`src/rtl/vc_router_param.sv`:
```
// NUM_VC virtual-channel FIFOs steered by a header VC field and arbitrated onto NUM_DEST ports.
// Define VCR_STRICT_PRIO_EN for fixed lowest-index priority; otherwise round robin.
module vc_router_param #(
   parameter int DATA_W   = 6,
   parameter int NUM_VC   = 2,
   parameter int NUM_DEST = 2,
   parameter int DEPTH    = 4,
   localparam int VCW     = $clog2(NUM_VC),
   localparam int DW      = $clog2(NUM_DEST),
   localparam int AW      = $clog2(DEPTH + 1)
) (
   input  logic                       clk,
   input  logic                       reset,
   input  logic                       init,
   input  logic [AW-1:0]              af_thr_i,
   input  logic [AW-1:0]              ae_thr_i,
   input  logic                       push_in,
   input  logic [DATA_W-1:0]          data_in,
   input  logic [NUM_DEST-1:0]        pause_dest_i,
   output logic                       pause_o,
   output logic [NUM_DEST-1:0]        valid_out,
   output logic [NUM_DEST*DATA_W-1:0] data_out,
   output logic [NUM_VC-1:0]          error_out,
   output logic                       active_out,
   output logic                       idle_out
);
   localparam int            PW     = $clog2(DEPTH);
   localparam logic [AW-1:0] FULL   = AW'(DEPTH);
   localparam logic [AW-1:0] AF_DEF = AW'(DEPTH - 1);
   localparam logic [AW-1:0] AE_DEF = AW'(1);

   typedef enum logic [1:0] {S_RESET, S_INIT, S_IDLE, S_ACTIVE} state_t;
   state_t state, state_nxt;

   logic [DATA_W-1:0]   mem       [NUM_VC][DEPTH];
   logic [PW-1:0]       rd_ptr    [NUM_VC];
   logic [PW-1:0]       wr_ptr    [NUM_VC];
   logic [AW-1:0]       count     [NUM_VC];
   logic [AW-1:0]       count_nxt [NUM_VC];
   logic [NUM_VC-1:0]   nonempty, eligible, pop, push_ok, ovf, pause_q, pause_nxt, err_q;
   logic [AW-1:0]       af_thr, ae_thr;
   logic                running, thr_ok, vld_p0;
   logic [VCW-1:0]      push_vc, grant_vc;
   logic [DATA_W-1:0]   word_p0;
   logic [DW-1:0]       dest_p0;
   logic [NUM_DEST-1:0] onehot_p0;
`ifndef VCR_STRICT_PRIO_EN
   logic [VCW-1:0]      last_grant, rr_idx;
`endif

   assign running   = (state == S_IDLE) || (state == S_ACTIVE);
   assign push_vc   = data_in[DATA_W-1 -: VCW];
   assign thr_ok    = (af_thr_i != '0) && (af_thr_i <= FULL) && (ae_thr_i < af_thr_i);
   assign pause_o   = |pause_q;
   assign error_out = err_q;

   // stage p0: head eligibility and single-winner grant
   always_comb begin
      for (int v = 0; v < NUM_VC; v++) begin
         nonempty[v] = (count[v] != '0);
         eligible[v] = nonempty[v] && !pause_dest_i[mem[v][rd_ptr[v]][DATA_W-VCW-1 -: DW]];
      end
      vld_p0   = 1'b0;
      grant_vc = '0;
`ifdef VCR_STRICT_PRIO_EN
      for (int k = NUM_VC - 1; k >= 0; k--) begin
         if (running && eligible[k]) begin
            vld_p0   = 1'b1;
            grant_vc = VCW'(k);
         end
      end
`else
      // Walk from lowest to highest priority so the entry just after last_grant wins.
      rr_idx = '0;
      for (int k = NUM_VC; k >= 1; k--) begin
         rr_idx = last_grant + VCW'(k);
         if (running && eligible[rr_idx]) begin
            vld_p0   = 1'b1;
            grant_vc = rr_idx;
         end
      end
`endif
      word_p0 = mem[grant_vc][rd_ptr[grant_vc]];
      dest_p0 = word_p0[DATA_W-VCW-1 -: DW];
      for (int d = 0; d < NUM_DEST; d++)
         onehot_p0[d] = vld_p0 && (dest_p0 == DW'(d));
   end

   always_comb begin
      for (int v = 0; v < NUM_VC; v++) begin
         pop[v]       = vld_p0 && (grant_vc == VCW'(v));
         push_ok[v]   = running && push_in && (push_vc == VCW'(v)) && ((count[v] != FULL) || pop[v]);
         ovf[v]       = running && push_in && (push_vc == VCW'(v)) && (count[v] == FULL) && !pop[v];
         count_nxt[v] = count[v] + AW'(push_ok[v]) - AW'(pop[v]);
         // Hysteresis: between the two thresholds the flag keeps its value.
         if (count_nxt[v] >= af_thr)
            pause_nxt[v] = 1'b1;
         else if (count_nxt[v] <= ae_thr)
            pause_nxt[v] = 1'b0;
         else
            pause_nxt[v] = pause_q[v];
      end
   end

   always_comb begin
      state_nxt = state;
      case (state)
         S_RESET:  if (init) state_nxt = S_INIT;
         S_INIT:   if (!init) state_nxt = S_IDLE;
         S_IDLE:   if (init) state_nxt = S_INIT;
                   else if (|nonempty) state_nxt = S_ACTIVE;
         S_ACTIVE: if (init) state_nxt = S_INIT;
                   else if (!(|nonempty) && (valid_out == '0)) state_nxt = S_IDLE;
         default:  state_nxt = S_RESET;
      endcase
   end

   always_ff @(posedge clk) begin
      for (int v = 0; v < NUM_VC; v++)
         if (push_ok[v]) mem[v][wr_ptr[v]] <= data_in;
   end

   // stage p1: registered grant, FIFO control and status
   always_ff @(posedge clk or posedge reset) begin
      if (reset) begin
         state      <= S_RESET;
         active_out <= 1'b0;
         idle_out   <= 1'b0;
         for (int v = 0; v < NUM_VC; v++) begin
            rd_ptr[v] <= '0;
            wr_ptr[v] <= '0;
            count[v]  <= '0;
         end
         pause_q    <= '0;
         err_q      <= '0;
         af_thr     <= AF_DEF;
         ae_thr     <= AE_DEF;
`ifndef VCR_STRICT_PRIO_EN
         last_grant <= '0;
`endif
         valid_out  <= '0;
         data_out   <= '0;
      end else begin
         state      <= state_nxt;
         active_out <= (state_nxt == S_ACTIVE);
         idle_out   <= (state_nxt == S_IDLE);
         for (int v = 0; v < NUM_VC; v++) begin
            if (pop[v])     rd_ptr[v] <= rd_ptr[v] + PW'(1);
            if (push_ok[v]) wr_ptr[v] <= wr_ptr[v] + PW'(1);
            count[v] <= count_nxt[v];
         end
         pause_q <= pause_nxt;
         err_q   <= (state_nxt == S_INIT) ? '0 : (err_q | ovf);
         if (state == S_INIT) begin
            af_thr <= thr_ok ? af_thr_i : AF_DEF;
            ae_thr <= thr_ok ? ae_thr_i : AE_DEF;
         end
`ifndef VCR_STRICT_PRIO_EN
         if (vld_p0) last_grant <= grant_vc;
`endif
         valid_out <= onehot_p0;
         for (int d = 0; d < NUM_DEST; d++)
            if (onehot_p0[d]) data_out[d*DATA_W +: DATA_W] <= word_p0;
      end
   end

endmodule

```
`config.mk`:
```
export PLATFORM = sky130hd
export DESIGN_NAME = vc_router_param
export DESIGN_NICKNAME = d
export VERILOG_FILES = /design/src/rtl/vc_router_param.sv
export SDC_FILE = /design/constraint.sdc
export NUM_CORES = 1
export LEC_CHECK = 0
export CAP_MARGIN = 20
export CELL_PAD_IN_SITES_DETAIL_PLACEMENT = 0
export CELL_PAD_IN_SITES_GLOBAL_PLACEMENT = 1
export CORE_AREA = 2 2 93 95
export DETAILED_ROUTE_END_ITERATION = 16
export DIE_AREA = 0 0 95 97
export MAX_ROUTING_LAYER = met4
export PLACE_DENSITY = 0.9
export SYNTH_ARGS = -nofsm -noshare
export SYNTH_HDL_FRONTEND = slang
export SYNTH_SLANG_ARGS = --single-unit
```
`constraint.sdc`:
```
create_clock -name clk -period 6.7 [get_ports clk]
set_clock_uncertainty 0.15 [all_clocks]
set_input_delay 1.675 -clock clk [delete_from_list [all_inputs] [get_ports clk]]
set_output_delay 1.675 -clock clk [all_outputs]
set_load 0.05 [all_outputs]
```
After elaboration in Yosys (flattened, before gate mapping)
Memories as Yosys holds them, arrays and structs flattened.
Cells that the tools add are included.
Word-level totals
  flip-flop bits (word level): 43
  latch bits: 0
  RAM bits: 48
  ROM bits: 0
  bits of input ports: 18
  output and inout port bits: 19
  word-level logic and storage cells: 155
  memories kept: 1
Memories
  mem: depth 2, bits a word 24, read ports 3, clocked after memory_dff 0, wr ports 1, line 35  | logic [DATA_W-1:0] mem [NUM_VC][DEPTH];
Operators by class
  add/sub/neg operators: 9
  multiply operators: 0
  div/mod/pow operators: 0
  order comparisons: 18
  equality and inequality tests: 10
  shift operators: 0
  muxes and demuxes: 49
  bitwise gates (word level): 10
  reduce and logical (&&, ||, !) cells: 40
Operators by type and width (number)
  two-way mux 24 bit: 4
  binary-select mux 6 bit (select 2 bit): 3
  demux 6 bit (select 2 bit): 2
  two-way mux 6 bit: 4
  OR reduction 24 bit: 1
  logical AND 1 bit: 22
  two-way mux 2 bit: 10
  two-way mux 5 bit: 4
  two-way mux 1 bit: 19
  >= comparator 3 bit (second input constant): 5
  inverter 2 -> 3 bit: 5
  nonzero test 3 bit: 3
  adder 2 x 1 -> 2 bit (second input constant): 4
  == test 2 bit (second input constant): 4
  less-than comparator 1 x 2 -> 1 bit (second input constant): 4
  one-hot mux 2 bit (4 select lines): 1
  adder 3 x 1 -> 3 bit: 2
  == test 3 bit (second input constant): 2
  >= comparator 3 bit: 2
  <= comparator 3 bit: 2
  less-than comparator 3 x 1 -> 1 bit (second input constant): 2
  two-way mux 3 bit: 2
  inequality test 3 bit (second input constant): 2
  subtractor 3 x 1 -> 3 bit: 2
  other kinds (13): 25

Longest topological paths before layout
  word-level depth: 23
  mapped depth: 17
  depth with buffers taken out: 16

Worst setup path before layout
OpenSTA, ideal clock, no wires.
  kind: in2reg
  start: input pause_dest_i[0]
  end: register pause_q[1]
  setup time: 0.128 ns
  arrival: 4.222 ns
  data required time: 6.422 ns
  setup slack: 2.200 ns
  stages: 13
  buffers on the path: 0
  cells stage by stage: nor2b_1 -> o2111ai_4 -> a31oi_4 -> inv_1 -> ha_1 -> inv_1 -> ha_1 -> fa_1 -> xnor2_1 -> xnor2_1 -> ha_1 -> a21oi_1 -> o21ai_0
RTL lines
  start, declared: line 19  | input logic [NUM_DEST-1:0] pause_dest_i,
  end signal, assigned: line 152  | pause_q <= pause_nxt;
  end, declared: line 40  | logic [NUM_VC-1:0] nonempty, eligible, pop, push_ok, ovf, pause_q, pause_nxt, err_q;

==> reports/results.txt <==
status: complete, no violations
slowest CP cell: clkdlybuf4s50_1
root buf cell: clkbuf_8
Rows: 33
initial antenna violation count: 0
Place WS: 1230 ps
Yosys reg bits: 91
Antenna diodes: 0
All-Layer GR Usage: 0.181
Critical Path AT: 5210 ps
peak fanout along the critical path: 10
Final Hold Fails: 0
Int Power: 0.00128 W
Area growth syn-to-layout: 15.8%
RSZ-0062 raised after global routing: false
Setup Buffers After CTS: 0
Clock Latency Late Sink: 360 ps
clock buffer depth: 2
fin. max-slew vios: 0
Netlist cell types: 51
hold_buf cts: 0
post-synth top area share: 0.342
VDD IR max: 0.136 mV
Iter 0 DRT Violations: 78
Sink Count: 91
Primary FF master, synth: edfxtp_1
GPL Wtd Cong: 0.845
fin crit period: 5090 ps
Synth Cell Area: 4210 um2
Synth area leader: edfxtp_1
most frequent cell after synthesis: edfxtp_1
pwr dens: 424 nW/um2
P_leak: 1.98 nW
hold crit path type: register to register
core region area: 8130 um2
share of power burned in combinational logic: 0.422
Seq/Total Area, Yosys: 0.599
Avg Inst Size Synth: 14.4 um2
vias: 2356
die span in y: 97 um
largest stage delay on the critical path: 550 ps
CP Cell Sequence: clkdlybuf4s50_1, nor2b_1, o2111ai_4, a31oi_4, inv_1, ha_1, inv_1, ha_1, fa_1, xnor2_1, xnor2_1, ha_1, nand3_1, nand2_1, o21ai_0
CTS tree: yes
DRT Pass-1 Iters: 4
actual slew at the worst max-slew pin: 530 ps
GR Overflow Total: 0
most used cell, CP: ha_1
number of global-route vias before repair: 2366
die area: 9220 um2
switching share of power: 0.383
routed length per placed instance: 16.6 um
commonest cells in the synthesized netlist: edfxtp_1 (48), dfrtp_1 (40), inv_1 (34)
DR vias/cell: 5.31
Required @ worst endpoint: 6820 ps
Worst-path clk slew: 80 ps
Hold WS: 336 ps
post-cts resize count: 0
Async SR Flop Fraction: 0.473
DRC: 0
port bufs: 36
post-DP HPWL: 5.37 mm
non-filler cells, final: 444
register share of total power: 0.394
max cap viols: 0
# IOs: 37
antenna-violating nets left: 0
H-tree depth: 3
switching power: 0.000793 W
fin crit share: 0.759
synth top area cells: edfxtp_1 (34%), dfrtp_1 (24%), ha_1 (7.7%), mux4_2 (3.7%), mux4_1 (3.1%)
Clk pwr share: 0.184
Worst slew margin: 0.644
share of layout cells above drive strength 1: 0.115
Startpoint Class: input port
fmax: 197 MHz
first-pass GRT wire length: 12.2 mm
Initial Utilization: 0.518
Final TNS setup: 0 ps
pin count of the biggest net entering global routing: 44
Syn Nets: 338
critical path capture point type: register
Post-Syn Instances: 292
Placed Area: 4670 um2
Net count, final: 380
number of flops mapped to enable cells by yosys: 48
yosys warns: 0
Num CTS Buffers: 9
Chip Width: 95 um
placed cell count: 428
final setup fails: 0
Final WS setup: 1610 ps
crit path kind: input port to register
Final Instance Area: 4870 um2
DRT Wirelength: 7.35 mm
worst max-delay path, delay by kind of cell:
| kind | cells | cell delay, ps |
|---|---|---|
| buf+inv | 3 | 660 |
| xor+xnor | 2 | 440 |
| compound gates | 3 | 830 |
| simple gates | 3 | 480 |
| fa+ha+maj | 4 | 1130 |
area by class of cell:
class	instances	area [um2]
clock buffers	11	141
clock inverters	5	62.6
well taps	105	131
fillers	645	3260
multi-input cells	161	1520
inverters	34	128
repair buffers	37	368
flip-flops and latches	91	2520
cell usage in the layout, fill, tap and decap left out, types with 2 or more instances in the layout:
cell type and count:
nand3_1 5, dfrtp_1 40, xor2_1 2, a22o_1 2, xnor2_1 9, o211ai_1 5
edfxtp_1 48, nor3_1 2, mux4_2 7, dfstp_2 3, nor2b_1 4, nand2_1 6
mux4_1 5, o21ai_0 9, mux2i_1 11, and3_1 2, a21o_1 5, ha_1 26
nand2b_1 6, inv_1 33, nor2_1 13, clkbuf_8 10, and2_2 4, and2_1 6
fa_1 2, clkinvlp_4 2, a21oi_1 7, clkdlybuf4s50_1 36
cells by family after synthesis:
| family | share of synthesized area |
|---|---|
| flip-flops | 0.599 |
| AND/OR/NAND/NOR | 0.0684 |
| AO/OA/AOI/OAI | 0.0773 |
| buffers and inverters | 0.0395 |
| adder cells (fa/ha/maj) | 0.0868 |
| multiplexers | 0.106 |
| XOR/XNOR | 0.0229 |
worst paths after layout:
path	cells after the start	end	start	slack, ps
hold / removal	1	data_out[10]$_DFFE_PP0P_	data_out[10]$_DFFE_PP0P_	340
min in group asynchronous	3	data_out[0]$_DFFE_PP0P_	reset	1610
hold reg to reg	1	data_out[10]$_DFFE_PP0P_	data_out[10]$_DFFE_PP0P_	340
setup / recovery	15	pause_q[1]$_DFFE_PP0P_	pause_dest_i[0]	1610
setup reg to reg	15	pause_q[1]$_DFFE_PP0P_	rd_ptr[2]$_DFFE_PP0P_	2200
max in group asynchronous	3	af_thr[1]$_DFFE_PP1P_	reset	4420
flip-flops by register name (all words and copies together) (netlist names):
signal      count
data_out       12
last_grant      1
count           6
error_out       2
active_out      1
pause_q         2
valid_out       2
idle_out        1
af_thr          3
wr_ptr          4
ae_thr          3
rd_ptr          4
mem            48
state           2
power by group through the flow:
stage          clock [W]  combinational (W)  sequential, W
3_5_place_dp           0           0.000877       0.000828
3_3_place_gp           0           0.000849       0.000825
2_1_floorplan          0           0.000581       0.000895
4_1_cts         0.000385           0.000883       0.000816
6_report        0.000380           0.000873       0.000816
5_1_grt         0.000410           0.000981       0.000835
per-layer routing:
metal | share of wire | vias to the layer above | GRT usage
li1 | - | 1142 | -
met1 | 0.47 | 1150 | 0.252
met2 | 0.48 | 54 | 0.269
met3 | 0.033 | 10 | 0.0304
met4 | 0.016 | 0 | 0.0702
met5 | 0 | - | -
per-stage QoR:
step / power [W] / utilization
after floorplan: 0.00148 / -
after global placement: 0.00167 / 0.574
after detailed placement: 0.00171 / 0.574
after CTS: 0.00208 / 0.599
after global routing: 0.00223 / 0.599
final: 0.00207 / 0.599
Note: power is estimated with default switching activity, not from simulation.
